$ cat src/rtl/fault_enc_pkg.sv
// Shared types for the flip/patch fault-aware weight encoder.
// Holds the decision encoding and the counter-width helper.
package fault_enc_pkg;

    typedef enum logic [1:0] {
        KEEP,
        FLIP,
        PATCH,
        BEST
    } dec_e;

    // Bits needed to hold a count in the range 0..n inclusive.
    function automatic int cnt_w(input int n);
        return $clog2(n + 1);
    endfunction

endpackage

$ cat src/rtl/popcount.sv
// Population count of an N-bit vector.
// Pure combinational adder chain; result is cnt_w(N) bits wide.
module popcount
    import fault_enc_pkg::*;
#(
    parameter int N = 16
) (
    input  logic [N-1:0]          vec_i,
    output logic [cnt_w(N)-1:0]   cnt_o
);

    localparam int W = cnt_w(N);

    // Accumulate one bit at a time.
    always_comb begin
        cnt_o = '0;
        for (int i = 0; i < N; i++) begin
            cnt_o = cnt_o + W'(vec_i[i]);
        end
    end

endmodule

$ cat src/rtl/flip_patch_encoder.sv
// Two-stage encoder choosing keep / flip / patch for a word
// written into a row with known stuck-at cells.
module flip_patch_encoder
    import fault_enc_pkg::*;
#(
    parameter int N           = 16,
    parameter int PATCH_DEPTH = 8,
    parameter int MAX_ERR     = 0
) (
    input  logic                        clk,
    input  logic                        rst_n,
    input  logic                        in_valid,
    output logic                        in_ready,
    input  logic [N-1:0]                in_data,
    input  logic [N-1:0]                in_sa_mask,
    input  logic [N-1:0]                in_sa_val,
    input  logic                        clear_patches,
    output logic                        out_valid,
    input  logic                        out_ready,
    output logic [N-1:0]                a_original,
    output logic [N-1:0]                a_flipped,
    output logic [N-1:0]                a_patched,
    output logic                        f,
    output logic                        p,
    output logic [cnt_w(PATCH_DEPTH)-1:0] patch_count,
    output logic                        patch_full,
    output logic                        overflow
);

    localparam int CW = cnt_w(N);
    localparam int PW = cnt_w(PATCH_DEPTH);
    localparam logic [CW-1:0] MAX_E   = CW'(MAX_ERR);
    localparam logic [PW-1:0] DEPTH_V = PW'(PATCH_DEPTH);

    logic [N-1:0]  diff_o, diff_f;
    logic [CW-1:0] mism_o, mism_f;

    logic          s1_valid_q, s1_valid_d;
    logic [N-1:0]  s1_data_q, s1_data_d;
    logic [CW-1:0] s1_mo_q, s1_mo_d;
    logic [CW-1:0] s1_mf_q, s1_mf_d;

    logic          s2_valid_q, s2_valid_d;
    logic [N-1:0]  s2_data_q, s2_data_d;
    logic [CW-1:0] s2_mo_q, s2_mo_d;
    logic [CW-1:0] s2_mf_q, s2_mf_d;

    logic [PW-1:0] cnt_q, cnt_d;
    logic          ovf_q, ovf_d;

    logic          s1_adv, accept, out_hs, full;
    dec_e          dec;

    assign diff_o = (in_data ^ in_sa_val) & in_sa_mask;
    assign diff_f = (~in_data ^ in_sa_val) & in_sa_mask;

    popcount #(.N(N)) u_pc_orig (
        .vec_i (diff_o),
        .cnt_o (mism_o)
    );

    popcount #(.N(N)) u_pc_flip (
        .vec_i (diff_f),
        .cnt_o (mism_f)
    );

    // Handshake: ready is gated by reset so nothing enters while held.
    assign s1_adv   = !s2_valid_q || out_ready;
    assign in_ready = rst_n && (!s1_valid_q || s1_adv);
    assign accept   = in_valid && in_ready;
    assign out_hs   = s2_valid_q && out_ready;
    assign full     = (cnt_q == DEPTH_V);

    // Decision uses the live patch count so consecutive PATCH words
    // each see the slots consumed by the ones ahead of them.
    always_comb begin
        dec = BEST;
        if (s2_mo_q <= MAX_E) begin
            dec = KEEP;
        end else if (s2_mf_q <= MAX_E) begin
            dec = FLIP;
        end else if (!full) begin
            dec = PATCH;
        end
    end

    // Pipeline and patch-slot bookkeeping next state.
    always_comb begin
        s1_valid_d = s1_valid_q;
        s1_data_d  = s1_data_q;
        s1_mo_d    = s1_mo_q;
        s1_mf_d    = s1_mf_q;
        s2_valid_d = s2_valid_q;
        s2_data_d  = s2_data_q;
        s2_mo_d    = s2_mo_q;
        s2_mf_d    = s2_mf_q;
        cnt_d      = cnt_q;
        ovf_d      = ovf_q;

        if (in_ready) begin
            s1_valid_d = accept;
            if (accept) begin
                s1_data_d = in_data;
                s1_mo_d   = mism_o;
                s1_mf_d   = mism_f;
            end
        end

        if (s1_adv) begin
            s2_valid_d = s1_valid_q;
            if (s1_valid_q) begin
                s2_data_d = s1_data_q;
                s2_mo_d   = s1_mo_q;
                s2_mf_d   = s1_mf_q;
            end
        end

        if (clear_patches) begin
            cnt_d = (out_hs && dec == PATCH) ? PW'(1) : '0;
            ovf_d = 1'b0;
        end else begin
            if (out_hs && dec == PATCH && cnt_q != DEPTH_V) begin
                cnt_d = cnt_q + PW'(1);
            end
            if (out_hs && dec == BEST) begin
                ovf_d = 1'b1;
            end
        end
    end

    // State registers with synchronous active-low reset.
    always_ff @(posedge clk) begin
        if (!rst_n) begin
            s1_valid_q <= 1'b0;
            s1_data_q  <= '0;
            s1_mo_q    <= '0;
            s1_mf_q    <= '0;
            s2_valid_q <= 1'b0;
            s2_data_q  <= '0;
            s2_mo_q    <= '0;
            s2_mf_q    <= '0;
            cnt_q      <= '0;
            ovf_q      <= 1'b0;
        end else begin
            s1_valid_q <= s1_valid_d;
            s1_data_q  <= s1_data_d;
            s1_mo_q    <= s1_mo_d;
            s1_mf_q    <= s1_mf_d;
            s2_valid_q <= s2_valid_d;
            s2_data_q  <= s2_data_d;
            s2_mo_q    <= s2_mo_d;
            s2_mf_q    <= s2_mf_d;
            cnt_q      <= cnt_d;
            ovf_q      <= ovf_d;
        end
    end

    // Outputs are zeroed whenever stage 2 holds nothing.
    always_comb begin
        out_valid   = s2_valid_q;
        a_original  = s2_valid_q ? s2_data_q : '0;
        a_flipped   = s2_valid_q ? ~s2_data_q : '0;
        a_patched   = s2_valid_q ? s2_data_q : '0;
        f           = s2_valid_q &&
                      (dec == FLIP || (dec == BEST && s2_mf_q < s2_mo_q));
        p           = s2_valid_q && (dec == PATCH);
        patch_count = cnt_q;
        patch_full  = full;
        overflow    = ovf_q || (s2_valid_q && dec == BEST);
    end

endmodule
$ cat config.mk
export PLATFORM = sky130hd
export DESIGN_NAME = flip_patch_encoder
export DESIGN_NICKNAME = d
export VERILOG_FILES = /design/src/rtl/fault_enc_pkg.sv /design/src/rtl/popcount.sv /design/src/rtl/flip_patch_encoder.sv
export SDC_FILE = /design/constraint.sdc
export NUM_CORES = 1
export LEC_CHECK = 0
export ABC_CLOCK_PERIOD_IN_PS = 3740
export BUFFER_PORTS_ARGS = -buffer_cell sky130_fd_sc_hd__buf_2
export CORE_ASPECT_RATIO = 2
export CORE_MARGIN = 1
export CORE_UTILIZATION = 53
export CTS_BUF_LIST = sky130_fd_sc_hd__clkbuf_16
export CTS_CLUSTER_DIAMETER = 100
export CTS_CLUSTER_SIZE = 20
export DETAILED_ROUTE_END_ITERATION = 16
export GPL_TIMING_DRIVEN = 1
export PLACE_DENSITY = 0.81
export SYNTH_ARGS = -nofsm -noshare
export SYNTH_HDL_FRONTEND = slang
export SYNTH_HIERARCHICAL = 1
export SYNTH_SLANG_ARGS = --single-unit
export TNS_END_PERCENT = 50
$ cat constraint.sdc
create_clock -name clk -period 3.74 [get_ports clk]
set_input_delay 0.187 -clock clk [delete_from_list [all_inputs] [get_ports clk]]
set_output_delay 0.187 -clock clk [all_outputs]
set_load 0.03 [all_outputs]
== Word level (Yosys, flattened, before mapping) ==
Index checks and enable logic that the tools add are counted.
W data, S select, Z words.

* Bits in read-only memories: 0
* Input bits: 53
* Output and inout port bits: 58
* Flip-flop bits (word level): 59
* Logic and storage cells: 84
* Memory bits (writable): 0
* Bits in latches: 0
* Memories: 0

* Add/sub/neg operators: 31
* Shifts and indexed selects: 0
* Div/mod/pow operators: 0
* Bitwise operators: 7
* $mul: 0
* Equal/unequal tests: 5
* Reduce and logical (&&, ||, !) cells: 20
* $lt $le $gt $ge: 3
* Multiplexer cells: 8

{| class="wikitable"
|+ Operators by type and width
! cell !! count
|-
| $add A5 B1 Y5 || 28
|-
| $and A16 B16 Y16 || 2
|-
| $mux W16 || 2
|-
| $not A16 Y16 || 2
|-
| $xor A16 B16 Y16 || 2
|-
| $le A5 B1 Y1 const B || 2
|-
| $logic_and A1 B1 Y1 || 10
|-
| $mux W4 || 2
|-
| $lt A5 B5 Y1 || 1
|-
| $add A1 B1 Y2 || 2
|-
| $add A4 B1 Y4 const B || 1
|-
| $eq A2 B2 Y1 const B || 2
|-
| $eq A4 B4 Y1 const B || 1
|-
| $logic_or A1 B1 Y1 || 4
|-
| $mux W2 || 2
|-
| $ne A4 B4 Y1 const B || 1
|-
| $reduce_and A2 Y1 || 2
|-
| $eq A2 B1 Y1 const B || 1
|-
| $logic_not A1 Y1 || 2
|-
| $mux W1 || 2
|-
| $reduce_bool A2 Y1 || 1
|-
| $reduce_or A2 Y1 || 1
|-
| $not A1 Y1 || 1
|}

== Logic depth before layout (Yosys ltp) ==
* Word-level depth: 18
* Mapped depth: 16
* Depth with buffers taken out: 16

== Cells and area by module ==
Netlist, hierarchy kept.

{| class="wikitable"
|+ By module, submodules not included
! module !! sequential area each (µm²) !! area an instance (µm²) !! cells each !! times used
|-
| flip_patch_encoder || 1181.1 || 3098.0 || 394 || 1
|-
| popcount || 0.0 || 407.9 || 47 || 2
|}

== Worst setup path before layout ==
Ideal clock, no wire load.

* Path kind: input-to-reg
* From: input in_data[15]
* To: register s1_mo_q[4]
* Stages: 15
* Data arrival time: 3387 ps
* Path buffers: 0
* Library setup time: 74 ps
* Setup slack: 279 ps
* Data required time: 3666 ps
* Path through: xor2_1 and2_1 inv_1 fa_1 fa_1 fa_1 fa_1 inv_1 ha_1 inv_1 fa_1 nor2b_1 o21a_1 nand2_1 o21ai_0

* Word-level cells in the longest chain between the ends: 3

{| class="wikitable"
|+ Ends and longest elaborated chain
! what !! RTL line !! text
|-
| start: declaration || flip_patch_encoder.sv:14 || <nowiki>input logic [N-1:0] in_data,</nowiki>
|-
| $xor A16 B16 Y16 || flip_patch_encoder.sv:54 || <nowiki>assign diff_o = (in_data ^ in_sa_val) & in_sa_mask;</nowiki>
|-
| $and A16 B16 Y16 || flip_patch_encoder.sv:54 ||
|-
| net diff_o[15] || flip_patch_encoder.sv:35 || <nowiki>logic [N-1:0] diff_o, diff_f;</nowiki>
|-
| $add A5 B1 Y5 || popcount.sv:18 || <nowiki>cnt_o = cnt_o + W'(vec_i[i]);</nowiki>
|-
| net mism_o[4] || flip_patch_encoder.sv:36 || <nowiki>logic [CW-1:0] mism_o, mism_f;</nowiki>
|-
| end signal: assignment || flip_patch_encoder.sv:147 || <nowiki>s1_mo_q <= s1_mo_d;</nowiki>
|-
| end: declaration || flip_patch_encoder.sv:40 || <nowiki>logic [CW-1:0] s1_mo_q, s1_mo_d;</nowiki>
|}

The timed path passes the listed nets, and every way through them passes these cells.
A chain may end at the register's enable or synchronous reset.

== Worst setup path in the final report ==
* From: input in_data[0]
* To: register s1_mo_q[4]

* Word-level cells in the longest chain between the ends: 17

{| class="wikitable"
|+ Ends and longest elaborated chain
! what !! RTL line
|-
| $xor A16 B16 Y16 || flip_patch_encoder.sv:54
|-
| $and A16 B16 Y16 || flip_patch_encoder.sv:54
|-
| net diff_o[0] || flip_patch_encoder.sv:35
|-
| $add A1 B1 Y2 || popcount.sv:18
|-
| $add A5 B1 Y5 (14 in a row) || popcount.sv:18
|-
| net mism_o[4] || flip_patch_encoder.sv:36
|}

The timed path passes the listed nets, and every way through them passes these cells.

==> impl.org <==
** Timing
- Minimum setup slack in the final design :: 239 ps
- Post-Route Setup TNS :: 0 ps
- The final hold violation count was 0.
- Dividing the final minimum period by the clock period gives 0.936.
- At the pin with the least slew margin, the transition time is 960 ps.
- Final setup violation count :: 0
- The max-slew violation count is 0.
- Highest achievable clock rate :: 286 MHz
- Relative slew margins :: 0.360
- Min Hold Slack :: 105 ps
- Worst clock skew on the final layout :: 4.24 ps
- Subtracting the final worst setup slack from the clock period gives 3500 ps.

** Synthesis
- The share of synthesized area in the top cell type comes to 0.302.
- Of the total synthesized cell area, the portion taken by XOR and XNOR cells is 0.0448.
- The synthesized netlist contains 43 unique library cells.
- Of the total synthesized cell area, the portion taken by AND, OR, NAND and NOR gates is 0.245.
- After synthesis, the share of cell area in mux cells is 0.
- Synthesis-stage register bit count :: 59
- Of all flip-flops after synthesis, the portion carrying an async set or reset was 0.
- The share of the Yosys chip area taken by registers is 0.302.
- Count of flip-flops with a built-in enable after synthesis :: 0
- Compound-cell area share of the yosys netlist :: 0.137
- Cells after synthesis :: 488
- Of the total synthesized cell area, the portion taken by full adders, half adders and majority gates is 0.153.
- Of all cell types, the one taking the most synthesized area is dfxtp_1.
- Among all flip-flop cells after synthesis, the most frequent one is dfxtp_1.
- Mapped Nets :: 577
- Post-synth design cell area :: 3910 sq um
- Combinational family with the most area after synthesis :: simple AND/OR/NAND/NOR gates
- Syn Area/Cell :: 8.02 sq um
- Number of warnings reported in the yosys synthesis log :: 6
- After synthesis, the cell types taking the most area are dfxtp_1 30%, fa_1 10%, nand2_1 10%.

** Routing
- In this run the remaining antenna-violating nets after routing total 0.
- For this block, the routed nets add up to 8180 um of wire.
- Post-detailed-route wirelength per cell :: 12.2 um
- In the routed design, unresolved DRC markers number 0.
- Using the TritonRoute via totals, the vias-per-cell ratio works out to 4.90.
- For this block, the via count after detailed routing is 3290.
- The first detailed-routing pass ran for 4 iterations.
- The detailed router finished its first iteration with 128 violations.

** Die
- The floorplan step defined a die boundary enclosing 7750 sq um.
- The die is 62.8 um wide.
- In this run the core area contains 44 standard-cell rows.
- Initial Util :: 0.543
- Core Region :: 7210 sq um
- In this run the vertical extent of the chip is 124 um.
- I/O pin count :: 111

** Status
- The flow ran to the end, and the final reports show no timing, DRC or antenna violations.

** Clock tree
- The clock net in this run drives a total of 59 sinks.
- CTS Buf Count :: 9
- Clk Tree Root Cell :: clkbuf_16
- Clock Tree Buf Depth :: 2
- TritonCTS built the clock tree.
- For this design, the CTS-stage hold fixing added 0 buffers.
- Clock-pin slew was measured on the worst setup and hold paths at 50 ps.
- For the worst-skew pair, the clock arrives at the later sink with an insertion delay of 320 ps.
- H-tree Lvls :: 3

** Placed design
- Buffers on Ports :: 110
- The wire-length estimate of the detail-placed layout is 6330 um.
- Total placed cells including tap cells :: 656
- Worst setup timing slack at the placement stage :: -98.2 ps
- Once placement finished, the instance area stood at 4390 sq um.
- The congestion estimate from routability-driven global placement came to 0.893.

** Final layout
- Post-route cell area :: 4650 sq um
- Total number of nets in the final design :: 664
- Compared with the post-synthesis result, the final layout area differs by 18.8%.
- Of the cells placed in the final design, the portion with a size suffix greater than 1 is 0.240.
- Once layout is complete, the cells apart from fillers number 672.
- Ant diodes :: 0
- Measured on the finished design, the core utilization comes to 0.645.

** Global route
- The first global-routing pass estimated 13400 um of wire.
- The initial antenna violation count was 0.
- Number of global-route vias before repair :: 3073
- Entering global routing, the biggest net connects 61 pins.
- GRT Util Overall :: 0.221
- Summed over all layers, the global routing overflow is 0.

** Flow run
- Count of max-cap constraint violations :: 0

** Worst setup path
- By startpoint and endpoint, the worst setup path is classified as in2reg.
- Worst endpoint data arrival time :: 3750 ps
- Largest fanout on the critical path :: 2
- The largest individual stage delay along the critical path comes from the cell fa_1.
- The most critical setup path has its endpoint at s1_mo_q[4].
- The number of buffers and inverters on the critical path is 4.
- R2r endpoint :: s2_data_q[11]
- Register-to-register setup slack :: 1410 ps
- The number of cells on the worst reg-to-reg path is 4.
- The most numerous cell type found on the critical path is fa_1.
- Traced cell by cell, the critical path runs through buf_2, xnor2_2, nor2b_1, inv_1, fa_1, fa_1, fa_1, fa_1, inv_1, ha_1, inv_1, fa_1, nor2b_1, o21a_1, nand2_1, o21ai_0.
- For the worst setup path, the data required time is 3980 ps.
- Tracing the worst setup path back leads to its startpoint at in_data[0].
- Logic depth of the worst path, buffers included :: 16
- Worst path top cell family by delay :: adder cells
- Maximum single-stage delay on the critical path :: 570 ps
- The worst setup path is captured at a flop.
- Launching point of the worst reg2reg path :: out_valid
- Startpoint type of the worst setup path :: primary input

** Power
- Leakage :: 2.20 nW
- P per Cell Area :: 465 nW/um^2
- Total power draw :: 2.16 mW
- The worst-case IR drop observed on VDD is 268 uV.

** Hold path
- Class of the tightest hold or removal check :: in2reg
sequential cells by signal, summed over array words and instances (netlist names):
signal / count
s1_data_q: 16
s1_mf_q: 5
s1_valid_q: 1
patch_count: 4
s2_mf_q: 5
s2_data_q: 16
ovf_q: 1
s1_mo_q: 5
s2_mo_q: 5
out_valid: 1
worst min path at each step:
stage           startpoint             to  slack, ps  cells after the start
2_1_floorplan   in_data[0]   s1_data_q[0]        300                      2
3_3_place_gp    in_data[9]   s1_data_q[9]        420                      3
3_5_place_dp    in_data[9]   s1_data_q[9]        430                      3
4_1_cts        in_data[12]  s1_data_q[12]        100                      3
5_1_grt        in_data[12]  s1_data_q[12]        110                      3
6_report       in_data[11]  s1_data_q[11]        110                      3
layout make-up:
type | count | area [sq um]
clock buffer | 9 | 225
timing repair buffer | 114 | 581
fill | 649 | 2560
inverter | 64 | 240
multi-input combinational | 327 | 2280
tap | 92 | 115
sequential | 59 | 1180
clock inverter | 7 | 28.8
power breakdown:
part | internal, mW | total (mW) | switching (mW) | leakage [nW]
logic | 0.340 | 0.748 | 0.408 | 1.58
clock network | 0.432 | 0.695 | 0.263 | 0.138
registers | 0.686 | 0.720 | 0.0344 | 0.482
total | 1.46 | 2.16 | 0.705 | 2.20
cells in the mapped netlist (all sizes together), types with 5 or more instances:
library cell,instances
nand2,106
and2,33
nor2b,34
o21ai,32
clkbuf,12
inv,64
dfxtp,59
buf,26
fa,20
ha,16
a21boi,27
xnor2,19
a21oi,5
layer usage:
metal  track usage  routed length, um  vias up
li1              -                  -     1669
met5             0                  0        -
met3        0.0231                226       14
met2         0.410               4580       88
met4         0.110                180        0
met1         0.248               3190     1519
worst min-delay path, delay by kind of cell:
family / cells / cell delay (ps)
AOI/OAI and AO/OA: 1 / 60
and+or+nand+nor: 1 / 50
buffers and inverters: 1 / 100
cells in the final DEF (no fill, tap or decap), types with 2 or more instances in the layout:
master / Yosys / final
buf_2: 8 / 110
nand2_1: 106 / 106
inv_1: 64 / 67
dfxtp_1: 59 / 59
nor2b_1: 34 / 34
and2_1: 33 / 33
o21ai_0: 25 / 25
a21boi_0: 23 / 23
fa_1: 20 / 20
xnor2_1: 19 / 18
ha_1: 16 / 16
clkbuf_16: 0 / 9
nor2_1: 4 / 4
o21ai_1: 4 / 4
a21boi_1: 4 / 4
buf_4: 18 / 4
nand2b_1: 3 / 3
o21a_1: 3 / 3
a21oi_2: 3 / 3
or4_4: 2 / 2
nor3_1: 2 / 2
a21oi_1: 2 / 2
and2b_1: 2 / 2
o21ai_2: 2 / 2
nand3_1: 2 / 2
clkinv_1: 0 / 2
clkinv_2: 0 / 2
a21o_1: 2 / 2
kinds of logic after synthesis:
kind of cell | after synthesis
flops | 59
xor+xnor | 20
simple gates | 194
compound gates | 77
buf+inv | 102
fa+ha+maj | 36
what timing repair did:
action / CTS / global route
buffers inserted: 0 / 0
hold endpoints to repair: 0 / 0
endpoints found under the setup margin: 0 / 2
gates resized for setup: 0 / 1
Note: power is estimated with default switching activity, not from simulation.
